**src/rtl/xosera_reset_seq_if.sv**
```systemverilog
// Board reset pin/output bundle between the pin-side logic and the reset sequencer.
// Latency: none, wires only.
// Backpressure: none, level signals only.
interface xosera_reset_seq_if #(
   parameter int NUM_STAGES = 3
);
   logic                  pll_lock_i;
   logic                  nreset_btn_i;
   logic                  reboot_req_i;
   logic [NUM_STAGES-1:0] rst_o;
   logic                  ready_o;
   logic [1:0]            cause_o;

   // Sequencer side: samples pins, drives staged resets.
   modport slave (
      input  pll_lock_i,
      input  nreset_btn_i,
      input  reboot_req_i,
      output rst_o,
      output ready_o,
      output cause_o
   );

   // Board/top side: drives pins, consumes staged resets.
   modport master (
      output pll_lock_i,
      output nreset_btn_i,
      output reboot_req_i,
      input  rst_o,
      input  ready_o,
      input  cause_o
   );
endinterface

```
**src/rtl/xosera_reset_seq.sv**
```systemverilog
// Staged board reset sequencer: synchronizes PLL lock and button, debounces release, releases resets in order.
// Latency: 2 cycles pin sync + 1 registered cycle to rst_o; release 2^CNT_WIDTH+1 cycles after conditions settle.
// Backpressure: none; any abort source immediately reasserts every stage.
module xosera_reset_seq #(
   parameter int CNT_WIDTH      = 8,
   parameter int DEBOUNCE_WIDTH = 16,
   parameter int NUM_STAGES     = 3,
   parameter int STAGE_GAP      = 4
) (
   input  logic              clk,
   input  logic              reset,
   xosera_reset_seq_if.slave bus
);

   localparam int GAP_W  = $clog2(STAGE_GAP + 1);
   localparam int IDX_W  = $clog2(NUM_STAGES + 1);
   // Stage index counts releases made inside STAGGER; bit 0 is released on entry.
   localparam int LAST_K = (NUM_STAGES > 1) ? NUM_STAGES - 2 : 0;
   localparam logic [GAP_W-1:0] GAP_LAST = GAP_W'(STAGE_GAP - 1);
   localparam logic [IDX_W-1:0] IDX_LAST = IDX_W'(LAST_K);

   typedef enum logic [1:0] {
      S_HOLD    = 2'd0,
      S_COUNT   = 2'd1,
      S_STAGGER = 2'd2,
      S_RUN     = 2'd3
   } state_t;

   logic                      r_lock_m, r_lock_s;
   logic                      r_btn_m, r_btn_s;
   logic                      r_held;
   logic [DEBOUNCE_WIDTH-1:0] r_deb_cnt;

   state_t                    r_state,     w_state_nxt;
   logic [CNT_WIDTH-1:0]      r_hold_cnt,  w_hold_nxt;
   logic [GAP_W-1:0]          r_gap_cnt,   w_gap_nxt;
   logic [IDX_W-1:0]          r_stage_idx, w_idx_nxt;
   logic [NUM_STAGES-1:0]     r_rst,       w_rst_nxt;
   logic                      r_ready,     w_ready_nxt;
   logic [1:0]                r_cause,     w_cause_nxt;

   logic                      w_held_eff;
   logic                      w_abort;

   // A low btn_s sets held on this edge anyway, so treat it as held now; this keeps button-to-reset at 3 edges.
   assign w_held_eff = r_held | ~r_btn_s;
   assign w_abort    = ~r_lock_s | w_held_eff | bus.reboot_req_i;

   // Two-flop synchronizers; reset makes the PLL look unlocked and the button look pressed.
   always_ff @(posedge clk) begin
      if (reset) begin
         r_lock_m <= 1'b0;
         r_lock_s <= 1'b0;
         r_btn_m  <= 1'b0;
         r_btn_s  <= 1'b0;
      end else begin
         r_lock_m <= bus.pll_lock_i;
         r_lock_s <= r_lock_m;
         r_btn_m  <= bus.nreset_btn_i;
         r_btn_s  <= r_btn_m;
      end
   end

   // Button release debounce: held drops only after 2^DEBOUNCE_WIDTH consecutive high samples.
   always_ff @(posedge clk) begin
      if (reset) begin
         r_held    <= 1'b1;
         r_deb_cnt <= '0;
      end else if (!r_btn_s) begin
         r_held    <= 1'b1;
         r_deb_cnt <= '0;
      end else if (r_held) begin
         if (r_deb_cnt == '1) begin
            r_held    <= 1'b0;
            r_deb_cnt <= '0;
         end else begin
            r_deb_cnt <= r_deb_cnt + DEBOUNCE_WIDTH'(1);
         end
      end
   end

   // Next-state and next-output logic for the HOLD/COUNT/STAGGER/RUN sequence.
   always_comb begin
      w_state_nxt = r_state;
      w_hold_nxt  = r_hold_cnt;
      w_gap_nxt   = r_gap_cnt;
      w_idx_nxt   = r_stage_idx;
      w_rst_nxt   = r_rst;
      w_ready_nxt = r_ready;
      w_cause_nxt = r_cause;

      if (r_state != S_HOLD && w_abort) begin
         w_state_nxt = S_HOLD;
         w_hold_nxt  = '0;
         w_gap_nxt   = '0;
         w_idx_nxt   = '0;
         w_rst_nxt   = '1;
         w_ready_nxt = 1'b0;
         if (!r_lock_s) begin
            w_cause_nxt = 2'd1;
         end else if (w_held_eff) begin
            w_cause_nxt = 2'd2;
         end else begin
            w_cause_nxt = 2'd3;
         end
      end else begin
         case (r_state)
            S_HOLD: begin
               w_hold_nxt  = '0;
               w_gap_nxt   = '0;
               w_idx_nxt   = '0;
               w_rst_nxt   = '1;
               w_ready_nxt = 1'b0;
               if (r_lock_s && !w_held_eff) begin
                  w_state_nxt = S_COUNT;
               end
            end
            S_COUNT: begin
               if (r_hold_cnt == '1) begin
                  w_hold_nxt = '0;
                  w_gap_nxt  = '0;
                  w_idx_nxt  = '0;
                  w_rst_nxt  = r_rst << 1;
                  if (NUM_STAGES == 1) begin
                     w_state_nxt = S_RUN;
                     w_ready_nxt = 1'b1;
                  end else begin
                     w_state_nxt = S_STAGGER;
                  end
               end else begin
                  w_hold_nxt = r_hold_cnt + CNT_WIDTH'(1);
               end
            end
            S_STAGGER: begin
               if (r_gap_cnt == GAP_LAST) begin
                  w_gap_nxt = '0;
                  // Stages release strictly in order, so shifting in a zero clears the next bit.
                  w_rst_nxt = r_rst << 1;
                  if (r_stage_idx == IDX_LAST) begin
                     w_idx_nxt   = '0;
                     w_state_nxt = S_RUN;
                     w_ready_nxt = 1'b1;
                  end else begin
                     w_idx_nxt = r_stage_idx + IDX_W'(1);
                  end
               end else begin
                  w_gap_nxt = r_gap_cnt + GAP_W'(1);
               end
            end
            S_RUN: begin
               w_state_nxt = S_RUN;
            end
            default: begin
               w_state_nxt = S_HOLD;
               w_rst_nxt   = '1;
               w_ready_nxt = 1'b0;
            end
         endcase
      end
   end

   // State, counters and registered outputs; reset forces everything back to power-up HOLD.
   always_ff @(posedge clk) begin
      if (reset) begin
         r_state     <= S_HOLD;
         r_hold_cnt  <= '0;
         r_gap_cnt   <= '0;
         r_stage_idx <= '0;
         r_rst       <= '1;
         r_ready     <= 1'b0;
         r_cause     <= 2'd0;
      end else begin
         r_state     <= w_state_nxt;
         r_hold_cnt  <= w_hold_nxt;
         r_gap_cnt   <= w_gap_nxt;
         r_stage_idx <= w_idx_nxt;
         r_rst       <= w_rst_nxt;
         r_ready     <= w_ready_nxt;
         r_cause     <= w_cause_nxt;
      end
   end

   assign bus.rst_o   = r_rst;
   assign bus.ready_o = r_ready;
   assign bus.cause_o = r_cause;

endmodule

```
**src/flat_wrapper.sv**
```systemverilog
// flat-port wrapper written by rule: the top's interface ports become plain ports
module xosera_reset_seq_flat 
#(
   parameter int CNT_WIDTH      = 8,
   parameter int DEBOUNCE_WIDTH = 16,
   parameter int NUM_STAGES     = 3,
   parameter int STAGE_GAP      = 4
)
  (clk, reset, bus_pll_lock_i, bus_nreset_btn_i, bus_reboot_req_i, bus_rst_o, bus_ready_o, bus_cause_o);
  xosera_reset_seq_if #(.NUM_STAGES(NUM_STAGES)) bus_i ();
  input  logic clk;
  input  logic reset;
  input wire logic [$bits(bus_i.pll_lock_i)-1:0] bus_pll_lock_i;
  input wire logic [$bits(bus_i.nreset_btn_i)-1:0] bus_nreset_btn_i;
  input wire logic [$bits(bus_i.reboot_req_i)-1:0] bus_reboot_req_i;
  output wire logic [$bits(bus_i.rst_o)-1:0] bus_rst_o;
  output wire logic [$bits(bus_i.ready_o)-1:0] bus_ready_o;
  output wire logic [$bits(bus_i.cause_o)-1:0] bus_cause_o;
  assign bus_i.pll_lock_i = bus_pll_lock_i;
  assign bus_i.nreset_btn_i = bus_nreset_btn_i;
  assign bus_i.reboot_req_i = bus_reboot_req_i;
  assign bus_rst_o = bus_i.rst_o;
  assign bus_ready_o = bus_i.ready_o;
  assign bus_cause_o = bus_i.cause_o;
  xosera_reset_seq #(.CNT_WIDTH(CNT_WIDTH), .DEBOUNCE_WIDTH(DEBOUNCE_WIDTH), .NUM_STAGES(NUM_STAGES), .STAGE_GAP(STAGE_GAP)) u_core (.clk(clk), .reset(reset), .bus(bus_i));
endmodule
```
**config.mk**
```make
export PLATFORM = sky130hd
export DESIGN_NAME = xosera_reset_seq_flat
export DESIGN_NICKNAME = d
export VERILOG_FILES = /design/src/rtl/xosera_reset_seq_if.sv /design/src/rtl/xosera_reset_seq.sv /design/src/flat_wrapper.sv
export SDC_FILE = /design/constraint.sdc
export NUM_CORES = 1
export LEC_CHECK = 0
export CAP_MARGIN = 20
export CORE_AREA = 2 2 60 105
export CTS_BUF_LIST = sky130_fd_sc_hd__clkbuf_8
export DETAILED_ROUTE_END_ITERATION = 10
export DIE_AREA = 0 0 62 107
export GPL_TIMING_DRIVEN = 0
export MAX_ROUTING_LAYER = met4
export PLACE_DENSITY = 0.53
export SKIP_CTS_REPAIR_TIMING = 1
export SLEW_MARGIN = 30
export SYNTH_ARGS = -nofsm -noshare
export SYNTH_HDL_FRONTEND = slang
export SYNTH_SLANG_ARGS = --single-unit
```
**constraint.sdc**
```tcl
create_clock -name clk -period 3.98 [get_ports clk]
set_input_delay 0.597 -clock clk [delete_from_list [all_inputs] [get_ports clk]]
set_output_delay 0.597 -clock clk [all_outputs]
set_load 0.005 [all_outputs]
```
Word-level counts from Yosys, hierarchy flattened
Index checks and enable logic that the tools add are counted. Widths: inputs -> output; s select.

Register bits after elaboration: 42. Input bits: 5. Output and inout bits: 6. Logic and storage cells: 72.

Add/sub/neg operators: 4. Equal/unequal tests: 11. Muxes and demuxes: 25. Bitwise logic cells: 5. Reductions and logical operators: 14.

Operator list (count): $pmux 3 s3 (2); $add 16x1->16 const B (1); $eq 16x16->1 const B (1); $mux 16 (1); $mux 2 (8); $pmux 8 s2 (1); $mux 3 (4); $add 8x1->8 const B (1); $eq 8x8->1 const B (1); $mux 8 (1); $ne 2x1->1 const B (4); $pmux 2 s4 (1); $pmux 2 s3 (1); $reduce_and 3->1 (2); $reduce_bool 2->1 (3); $mux 1 (5); $eq 2x1->1 const B (2); $eq 2x2->1 const B (2); $reduce_and 4->1 (1); $reduce_or 2->1 (2); $add 3x1->3 const B (1); $eq 3x2->1 const B (1); $or 1x1->1 (3); $reduce_bool 3->1 (1); 7 further kinds (9).

Logic depth before layout (Yosys ltp)
Gate-level depths: netlist of the first run.

Word-level depth: 6. Gate-level depth with buffers: 7. Mapped depth without buffers: 6.

Worst setup path before layout of the first run
OpenSTA, ideal clock, no wires.

Path kind: reg-to-reg. Start: register u_core.r_state[0]. End: register u_core.r_gap_cnt[0]. Arrival: 1533 ps. Required time: 3865 ps. Setup slack: 2332 ps. Cell stages (with the launch flop): 8. Clock period less this slack: 1648 ps. Cells stage by stage: dfxtp_1 > inv_1 > ha_1 > o21ba_2 > a41o_1 > buf_2 > nor3b_1 > o21a_1.

Cells in the longest elaborated chain, start to end: 3. Elaborated cells on any way between the ends: 10. Classes of those cells: eq/ne: 3; mux: 1; reduce/logical: 6.

Ends and longest elaborated chain: start, declared (RTL line xosera_reset_seq.sv:34) `state_t r_state, w_state_nxt;`; start signal, assigned (RTL line xosera_reset_seq.sv:173) `r_state <= w_state_nxt;`; $eq 2x1->1 (tied with other cells) (RTL line xosera_reset_seq.sv:107) `case (r_state)`; $ne 2x1->1 (no line) (tied with other cells); $reduce_and 2->1 (no line) or $reduce_or 2->1 (tied branches); end signal, assigned (RTL line xosera_reset_seq.sv:175) `r_gap_cnt <= w_gap_nxt;`; end, declared (RTL line xosera_reset_seq.sv:36) `logic [GAP_W-1:0] r_gap_cnt, w_gap_nxt;`.

Parallel ways exist; a longest one is shown, timed or not. A chain may end at the register's enable or synchronous reset.

Final worst setup path of the first run
Start: register u_core.r_hold_cnt[0]. End: register u_core.r_stage_idx[1].

Cells in the longest elaborated chain, start to end: 3.

Ends and longest elaborated chain: start, declared (RTL line xosera_reset_seq.sv:35) `logic [CNT_WIDTH-1:0] r_hold_cnt, w_hold_nxt;`; start signal, assigned (RTL line xosera_reset_seq.sv:174) `r_hold_cnt <= w_hold_nxt;`; $eq 8x8->1 (RTL line xosera_reset_seq.sv:119) `if (r_hold_cnt == '1) begin`; $ne 2x1->1 (no line); $reduce_and 3->1 (no line); end signal, assigned (RTL line xosera_reset_seq.sv:176) `r_stage_idx <= w_idx_nxt;`; end, declared (RTL line xosera_reset_seq.sv:37) `logic [IDX_W-1:0] r_stage_idx, w_idx_nxt;`.

No other way between the ends.

==> flow_summary.json, run 1 <==
{
  "status": "finished clean",
  "die_width_um": 62,
  "synth.avg_cell_area_um2": 9.004,
  "synth_edf_count": 0,
  "yosysWarnings": 0,
  "required_ns": 4.18,
  "htree_levels": 2,
  "via_per_inst": 5.019,
  "die_area_um2": 6634,
  "fin_cells": 315,
  "io_pins": 11,
  "clock-skew-final_ns": 0.01155,
  "wl_mm": 4.091,
  "fillCellCount": 631,
  "dpl_cell_area_um2": 2170,
  "multi_input_area_um2": 1069,
  "syn-num-nets": 232,
  "arrival_ns": 2.09,
  "grt_start_max_net_pins": 14,
  "grt_pass1_vias": 1594,
  "drive_gt1_frac": 0.08861,
  "dpl.hpwl_mm": 3.000,
  "vias": 1581,
  "clk_latency_ns": 0.30,
  "async_flop_share": 0,
  "finalHoldWorstSlack_ns": 0.4471,
  "cp-end-kind": "register",
  "portBuffers": 10,
  "min_period_ns": 1.892,
  "clk_path_buf_depth": 2,
  "netlist_top_cells_area": "dfxtp_1 (43%), ha_1 (5.1%), nor2_1 (4.6%), a21oi_1 (4.1%), o21ai_0 (3.0%)",
  "dp_cells": 307,
  "synth_top_area_frac": 0.4264,
  "finalNetCount": 249,
  "detail-route-antenna-nets": 0,
  "final_core_util": 0.3937,
  "cts_root_buf": "clkbuf_8",
  "antenna_found_initial": 0,
  "ys_ff_latch": 42,
  "setup_viol": 0,
  "final_area_um2": 2278,
  "fin_tns_setup_ns": 0,
  "grt_pass1_wl_mm": 7.127,
  "crit_chain": "ha_1 > and4_1 > a41o_1 > buf_2 > nand2_1 > o211a_1",
  "syn_area_um2": 1972,
  "register_area_um2": 840.8,
  "hp-class": "register to register",
  "antennaDiodeCount": 0,
  "synth.distinct_cells": 47,
  "yosysTopAreaCell": "dfxtp_1",
  "period_share": 0.4755,
  "cts_made_buffers": 5,
  "maxCapViolCount": 0,
  "place.gp.congestion": 0.7208,
  "finalHoldViolCount": 0,
  "yosysSeqAreaShare": 0.4264,
  "clock.fmax_ghz": 0.5284,
  "row_count": 37,
  "p_leak_nw": 0.8250,
  "rsz0062_at_grt": "no",
  "core_area_um2": 5787,
  "overflow": 0,
  "slowest_delay_ns": 0.39,
  "cp-start-kind": "register",
  "start_util": 0.3408,
  "cts_tree": "done",
  "dieHeight_um": 107,
  "ir_drop_v": 0.0001626,
  "synthToLayoutAreaGrowth_pct": 15.55,
  "grt_use_total": 0.1469,
  "drtIter0Drc": 66,
  "cp_slowest_cell": "dfxtp_1",
  "p_per_area_nw_per_um2": 340.3,
  "drc_errors": 0,
  "ys.flop_type": "dfxtp_1",
  "slew_viol_final": 0,
  "cp_max_fo": 10,
  "first_pass_iters": 4,
  "wl_per_cell_um": 12.99,
  "tightest_slew_ns": 0.5798,
  "relSlewSlack": 0.6116,
  "clk_pin_slew_ns": 0.09,
  "syn_inst": 219,
  "worstSetupPathType": "register to register",
  "cts_sinks": 42
}
[critical path: cells and delay by family, from the launching register on]
kind | cells | cell delay (ns)
compound gates | 2 | 0.48
simple gates | 2 | 0.42
flops | 1 | 0.39
buf+inv | 1 | 0.21
fa+ha+maj | 1 | 0.28
[kinds of logic after synthesis]
kind of cell | count (synthesis) | share of synthesized area
simple gates | 97 | 0.2811
flops | 42 | 0.4264
mux | 4 | 0.02094
buf+inv | 12 | 0.03172
compound gates | 44 | 0.1358
fa+ha+maj | 8 | 0.05076
xor+xnor | 12 | 0.05330
[synth_stat cells (all sizes together), types with 5 or more instances]
library cell  instances
nand3                 8
o21ai                12
nor2b                 6
a21oi                16
buf                   5
dfxtp                42
xor2                  6
inv                   6
nor2                 24
nand2                14
ha                    8
nand4                 7
xnor2                 6
and3                  6
[layout by cell type, fill, tap and decap left out, drive strengths merged, types with 3 or more instances in the layout]
cell type / n
xnor2: 6
and4: 3
and2: 3
nand4: 7
mux2i: 3
xor2: 6
nor3: 4
clkbuf: 6
o21ai: 12
nand2b: 4
or3: 4
a31oi: 4
nand2: 14
clkdlybuf4s50: 10
inv: 6
dfxtp: 42
buf: 5
nor2b: 6
nor2: 24
and3: 6
ha: 8
nand3: 8
a21oi: 16
[area by class of cell]
| type | instances | area share |
|---|---|---|
| well taps | 78 | 0.04283 |
| repair buffers | 10 | 0.04393 |
| clock inverters | 3 | 0.01757 |
| clock buffers | 5 | 0.03020 |
| plain buffers | 6 | 0.01757 |
| inverters | 6 | 0.009885 |
| flip-flops and latches | 42 | 0.3690 |
| multi-input cells | 165 | 0.4690 |
[layer usage]
layer | up-vias | track usage | share of wire
li1 | 817 | - | -
met1 | 742 | 0.1454 | 0.41
met2 | 13 | 0.2552 | 0.54
met3 | 9 | 0.02895 | 0.019
met4 | 0 | 0.07751 | 0.033
met5 | - | - | 0
[power breakdown]
| group | switching (mW) | internal, mW | total (mW) |
|---|---|---|---|
| logic | 0.00707 | 0.00732 | 0.0144 |
| registers | 0.00122 | 0.422 | 0.423 |
| clock network | 0.153 | 0.185 | 0.338 |
| total | 0.161 | 0.614 | 0.775 |
[flip-flops by register name, summed over array words and instances (netlist names), 2 cells and up]
signal / cells
u_core.r_gap_cnt: 3
u_core.r_deb_cnt: 16
u_core.bus.rst_o: 3
u_core.r_hold_cnt: 8
u_core.r_state: 2
u_core.bus.cause_o: 2
u_core.r_stage_idx: 2
[path summary, 6_finish.rpt]
path	startpoint	end	slack, ns	depth (start not counted)
hold reg to reg	u_core.r_btn_m	u_core.r_btn_s	0.45	1
setup / recovery	u_core.r_hold_cnt[0]	u_core.r_stage_idx[1]	2.09	6
setup reg to reg	u_core.r_hold_cnt[0]	u_core.r_stage_idx[1]	2.09	6
hold / removal	u_core.r_btn_m	u_core.r_btn_s	0.45	1
[metrics by stage]
stage	power, mW	setup WS, ns
after floorplan	0.4401	2.332
after global placement	0.4479	1.814
after detailed placement	0.4480	1.818
after CTS	0.7875	2.070
after global routing	0.8043	1.905
final	0.7753	2.088
Note: power is estimated with default switching activity, not from simulation.
==> run 2: changes to the inputs <==
clock period = 1.8 ns   (was 3.98 ns; I/O delays follow)
==> run 2 against run 1 <==
Net effect:
- final cell count is the same
- first-iteration DRC count grew 15%
- total power grew 120%
- cell area grew 4.1%
- worst setup slack lost 2.0 ns
- fmax grew 12%
- critical path depth is the same
- die area is the same
- critical path type unchanged
- critical endpoint is now u_core.r_gap_cnt[0]
==> flow_summary.json, run 2 (synthesis results as in run 1) <==
{
  "status": "finished clean",
  "p_switching_uw": 348.6,
  "min-delay-start": "u_core.r_btn_m",
  "drtIter0Drc": 76,
  "antennaDiodeCount": 0,
  "grt_start_max_net_pins": 14,
  "first_pass_iters": 4,
  "cp-start-kind": "register",
  "p_leak_nw": 0.8099,
  "vias": 1587,
  "clock.fmax_ghz": 0.5903,
  "core_area_um2": 5787,
  "relSlewSlack": 0.6543,
  "layout_commonest_cell": "dfxtp_1",
  "p_per_area_nw_per_um2": 719.4,
  "finalHoldViolCount": 0,
  "timing.rr.end": "u_core.r_gap_cnt[0]",
  "io_pins": 11,
  "via_per_inst": 5.038,
  "layout_common_cells": "dfxtp_1 (35), nor2_1 (23), a21oi_1 (16)",
  "crit_start": "u_core.r_hold_cnt[0]",
  "cts_made_buffers": 5,
  "fillCellCount": 629,
  "fin_tns_setup_ns": 0,
  "overflow": 0,
  "dpl.hpwl_mm": 3.000,
  "p_seq_frac": 0.548,
  "wl_mm": 4.110,
  "p_int_mw": 1.358,
  "grt_pass1_vias": 1594,
  "detail-route-antenna-nets": 0,
  "clkPwrFrac": 0.433,
  "min_period_ns": 1.694,
  "worstSetupPathType": "register to register",
  "maxCapViolCount": 0,
  "dp_cells": 307,
  "rrSetupSlack_ns": 0.11,
  "row_count": 37,
  "cts_tree": "done",
  "clock-skew-final_ns": 0.01030,
  "pwr-share-comb": 0.019,
  "htree_levels": 2,
  "hp-class": "register to register",
  "setup_slack_ns": 0.1058,
  "pre_cts_ws_ns": -0.07708,
  "clk_latency_ns": 0.30,
  "cts_root_buf": "clkbuf_8",
  "die_width_um": 62,
  "grt_use_total": 0.1469,
  "top_regs": "u_core.r_deb_cnt x16, u_core.r_hold_cnt x8",
  "portBuffers": 10,
  "reg2reg_from": "u_core.r_hold_cnt[0]",
  "die_area_um2": 6634,
  "reg2regPathDepth": 6,
  "whs_path_depth": 1,
  "grt_pass1_wl_mm": 7.127,
  "hold_end": "u_core.r_btn_s",
  "clk_path_buf_depth": 2,
  "wl_per_cell_um": 13.05,
  "largest_register_ffs": 16,
  "synthToLayoutAreaGrowth_pct": 20.30,
  "setup_viol": 0,
  "cts_sinks": 42,
  "cp-end-kind": "register",
  "clk_pin_slew_ns": 0.08,
  "rsz0062_at_grt": "no",
  "dieHeight_um": 107,
  "drive_gt1_frac": 0.1688,
  "switching_share": 0.2043,
  "place.gp.congestion": 0.7208,
  "antenna_found_initial": 0,
  "fin_cells": 315,
  "start_util": 0.3408,
  "period_share": 0.9412,
  "cp_max_fo": 10,
  "arrival_ns": 1.88,
  "finalNetCount": 249,
  "required_ns": 1.99,
  "tightest_slew_ns": 0.5119,
  "slew_viol_final": 0,
  "multi_input_area_um2": 1151,
  "top_register": "u_core.r_deb_cnt",
  "ir_drop_v": 0.0003533,
  "drc_errors": 0,
  "register_area_um2": 849.6
}
run 2: cell counts in the layout (fill, tap and decap cells not counted):
Identical to the previous run, type by type.
run 2: area by class of cell:
| class | count | area share |
|---|---|---|
| inverter | 6 | 0.009494 |
| multi-input combinational | 165 | 0.4852 |
| clock buffer | 5 | 0.02901 |
| timing repair buffer | 10 | 0.04219 |
| clock inverter | 3 | 0.01688 |
| tap | 78 | 0.04114 |
| buffer | 6 | 0.01793 |
| sequential | 42 | 0.3581 |
run 2: metal layers:
metal | vias up | GRT usage | wire length, um
met5 | - | - | 0
met4 | 0 | 0.07751 | 145
met3 | 10 | 0.02895 | 70
met2 | 12 | 0.2552 | 2246
met1 | 748 | 0.1454 | 1647
li1 | 817 | - | -
run 2: critical path: stages (launching register included):
cell,delay [ns]
dfxtp_2,0.36
ha_4,0.18
and4_2,0.27
a41o_1,0.28
buf_4,0.17
nor3b_2,0.15
o21a_1,0.18
run 2: metrics by stage:
| step | util | power (mW) | instance area, um2 | hold WS (ns) |
|---|---|---|---|---|
| CTS | 0.3937 | 1.741 | 2278 | 0.4526 |
| global placement | 0.3749 | 0.9903 | 2170 | 0.4207 |
| finish | 0.4099 | 1.707 | 2372 | 0.4463 |
| detailed placement | 0.3749 | 0.9907 | 2170 | 0.4279 |
| global route | 0.4099 | 1.779 | 2372 | 0.4576 |
| floorplan | - | 0.9731 | 1972 | 0.3416 |
run 2: power groups by stage:
stage / registers, mW / clock network [mW] / logic, mW
6_report: 0.936 / 0.738 / 0.0322
5_1_grt: 0.937 / 0.807 / 0.0357
4_1_cts: 0.936 / 0.772 / 0.0332
3_5_place_dp: 0.958 / 0 / 0.0330
3_3_place_gp: 0.957 / 0 / 0.0328
2_1_floorplan: 0.957 / 0 / 0.0163
run 2: worst max path at each step:
stage | cells past startpoint | slack, ns | endpoint
global route | 6 | 0.02 | u_core.r_deb_cnt[13]
finish | 6 | 0.11 | u_core.r_gap_cnt[0]
CTS | 5 | -0.11 | u_core.r_hold_cnt[5]
detailed placement | 6 | -0.08 | u_core.r_stage_idx[1]
floorplan | 7 | 0.15 | u_core.r_gap_cnt[0]
global placement | 6 | -0.08 | u_core.r_stage_idx[1]
==> run 3: changes to the inputs <==
CORE_AREA = 2 2 57 98   (was 2 2 60 105)
DIE_AREA = 0 0 59 100   (was 0 0 62 107)
PLACE_DENSITY = 0.59   (was 0.53)
==> run 3 against run 2 <==
Net effect:
- register-to-register slack about the same
- count of clock-buffer cells in the layout unchanged
- flip-flop and latch count did not move
- wire length decreased by 4.0%
- clock power decreased by 15%
- largest cell class unchanged
- highest routed layer unchanged
- die area down 11%
==> flow_summary.json, run 3 (synthesis results as in run 1) <==
{
  "p_leak_nw": 0.7990,
  "grt_use_total": 0.1474,
  "cp-start-kind": "register",
  "fin_cells": 292,
  "wl_mm": 3.944,
  "cts_sinks": 42,
  "cp-end-kind": "register",
  "final_core_util": 0.4508,
  "cp_slowest_cell": "or4_1",
  "antennaDiodeCount": 0,
  "row_count": 35,
  "cp_top_family": "simple AND/OR/NAND/NOR gates",
  "hp-class": "register to register",
  "overflow": 0,
  "clock-skew-final_ns": 0.009350,
  "clk_path_buf_depth": 2,
  "vias": 1586,
  "whs_path_depth": 1,
  "p_per_area_nw_per_um2": 684.3,
  "cts_root_buf": "clkbuf_8",
  "via_per_inst": 5.432,
  "layout_commonest_cell": "dfxtp_1",
  "io_pins": 11,
  "synthToLayoutAreaGrowth_pct": 18.15,
  "slowest_delay_ns": 0.55,
  "drc_errors": 0,
  "reg2regPathDepth": 6,
  "clk_pin_slew_ns": 0.09,
  "rrSetupSlack_ns": 0.1,
  "slew_viol_final": 0,
  "grt_pass1_wl_mm": 6.541,
  "dpl.hpwl_mm": 2.870,
  "core_area_um2": 5167,
  "cp_max_fo": 10,
  "setup_viol": 0,
  "relSlewSlack": 0.6948,
  "detail-route-antenna-nets": 0,
  "maxCapViolCount": 0,
  "largest_register_ffs": 16,
  "period_share": 0.9469,
  "finalHoldViolCount": 0,
  "first_pass_iters": 3,
  "die_area_um2": 5900,
  "clock.fmax_ghz": 0.5867,
  "clk_latency_ns": 0.30,
  "top_regs": "u_core.r_deb_cnt x16, u_core.r_hold_cnt x8",
  "min_period_ns": 1.704,
  "layout_common_cells": "dfxtp_1 (37), nor2_1 (23), a21oi_1 (15)",
  "portBuffers": 10,
  "ir_drop_v": 0.0004470,
  "arrival_ns": 1.90,
  "cts_made_buffers": 5,
  "start_util": 0.3816,
  "grt_pass1_vias": 1470,
  "drtIter0Drc": 70,
  "cts_tree": "done",
  "grt_start_max_net_pins": 16,
  "crit_chain": "ha_4 > nand4_4 > or4_1 > nand2_1 > buf_6 > nor2_1",
  "wl_per_cell_um": 13.51,
  "drive_gt1_frac": 0.1603,
  "worstSetupPathType": "register to register",
  "dp_cells": 284,
  "top_register": "u_core.r_deb_cnt",
  "finalNetCount": 249,
  "htree_levels": 2,
  "tightest_slew_ns": 0.4578,
  "critical_path_depth": 6,
  "required_ns": 1.99,
  "antenna_found_initial": 0,
  "place.gp.congestion": 0.7913,
  "die_width_um": 59,
  "dieHeight_um": 100,
  "status": "finished clean",
  "total_power_mw": 1.594,
  "crit_buf_inv": 1
}
-- run 3: final timing paths --
path                            start                  end
hold / removal        u_core.r_lock_m      u_core.r_lock_s
setup / recovery  u_core.r_deb_cnt[1]  u_core.r_deb_cnt[4]
hold reg to reg       u_core.r_lock_m      u_core.r_lock_s
setup reg to reg  u_core.r_deb_cnt[1]  u_core.r_deb_cnt[4]
-- run 3: power breakdown --
| part | switching (mW) | total [mW] | internal (mW) |
|---|---|---|---|
| Sequential | 0.00324 | 0.936 | 0.933 |
| Clock | 0.346 | 0.626 | 0.280 |
| Combinational | 0.0155 | 0.0319 | 0.0164 |
| Total | 0.365 | 1.59 | 1.23 |
-- run 3: cell type report --
type                            instances  area, um2
Sequential cell                        42      847.1
Fill cell                             525       2838
Clock buffer                            5      68.82
Timing Repair Buffer                   10      100.1
Inverter                                6      22.52
Multi-Input combinational cell        165       1155
Clock inverter                          3      25.02
Tap cell                               55      68.82
Buffer                                  6      42.54
-- run 3: per-layer routing --
layer | vias to the layer above | part of all wire | GRT usage
met2 | 16 | 0.54 | 0.2590
met1 | 731 | 0.42 | 0.1516
met3 | 11 | 0.018 | 0.02706
met5 | - | 0 | -
met4 | 0 | 0.028 | 0.07343
li1 | 828 | - | -
-- run 3: metrics by stage --
step	cell area (um2)	setup TNS, ns	hold WS (ns)	worst slack, ns
floorplan	1972	0	0.3416	0.1520
global placement	2141	-0.2162	0.4239	-0.04430
global route	2330	-0.03070	0.4571	-0.009491
finish	2330	0	0.4446	0.09555
CTS	2235	-0.6583	0.4525	-0.1395
detailed placement	2141	-0.3258	0.4270	-0.1130
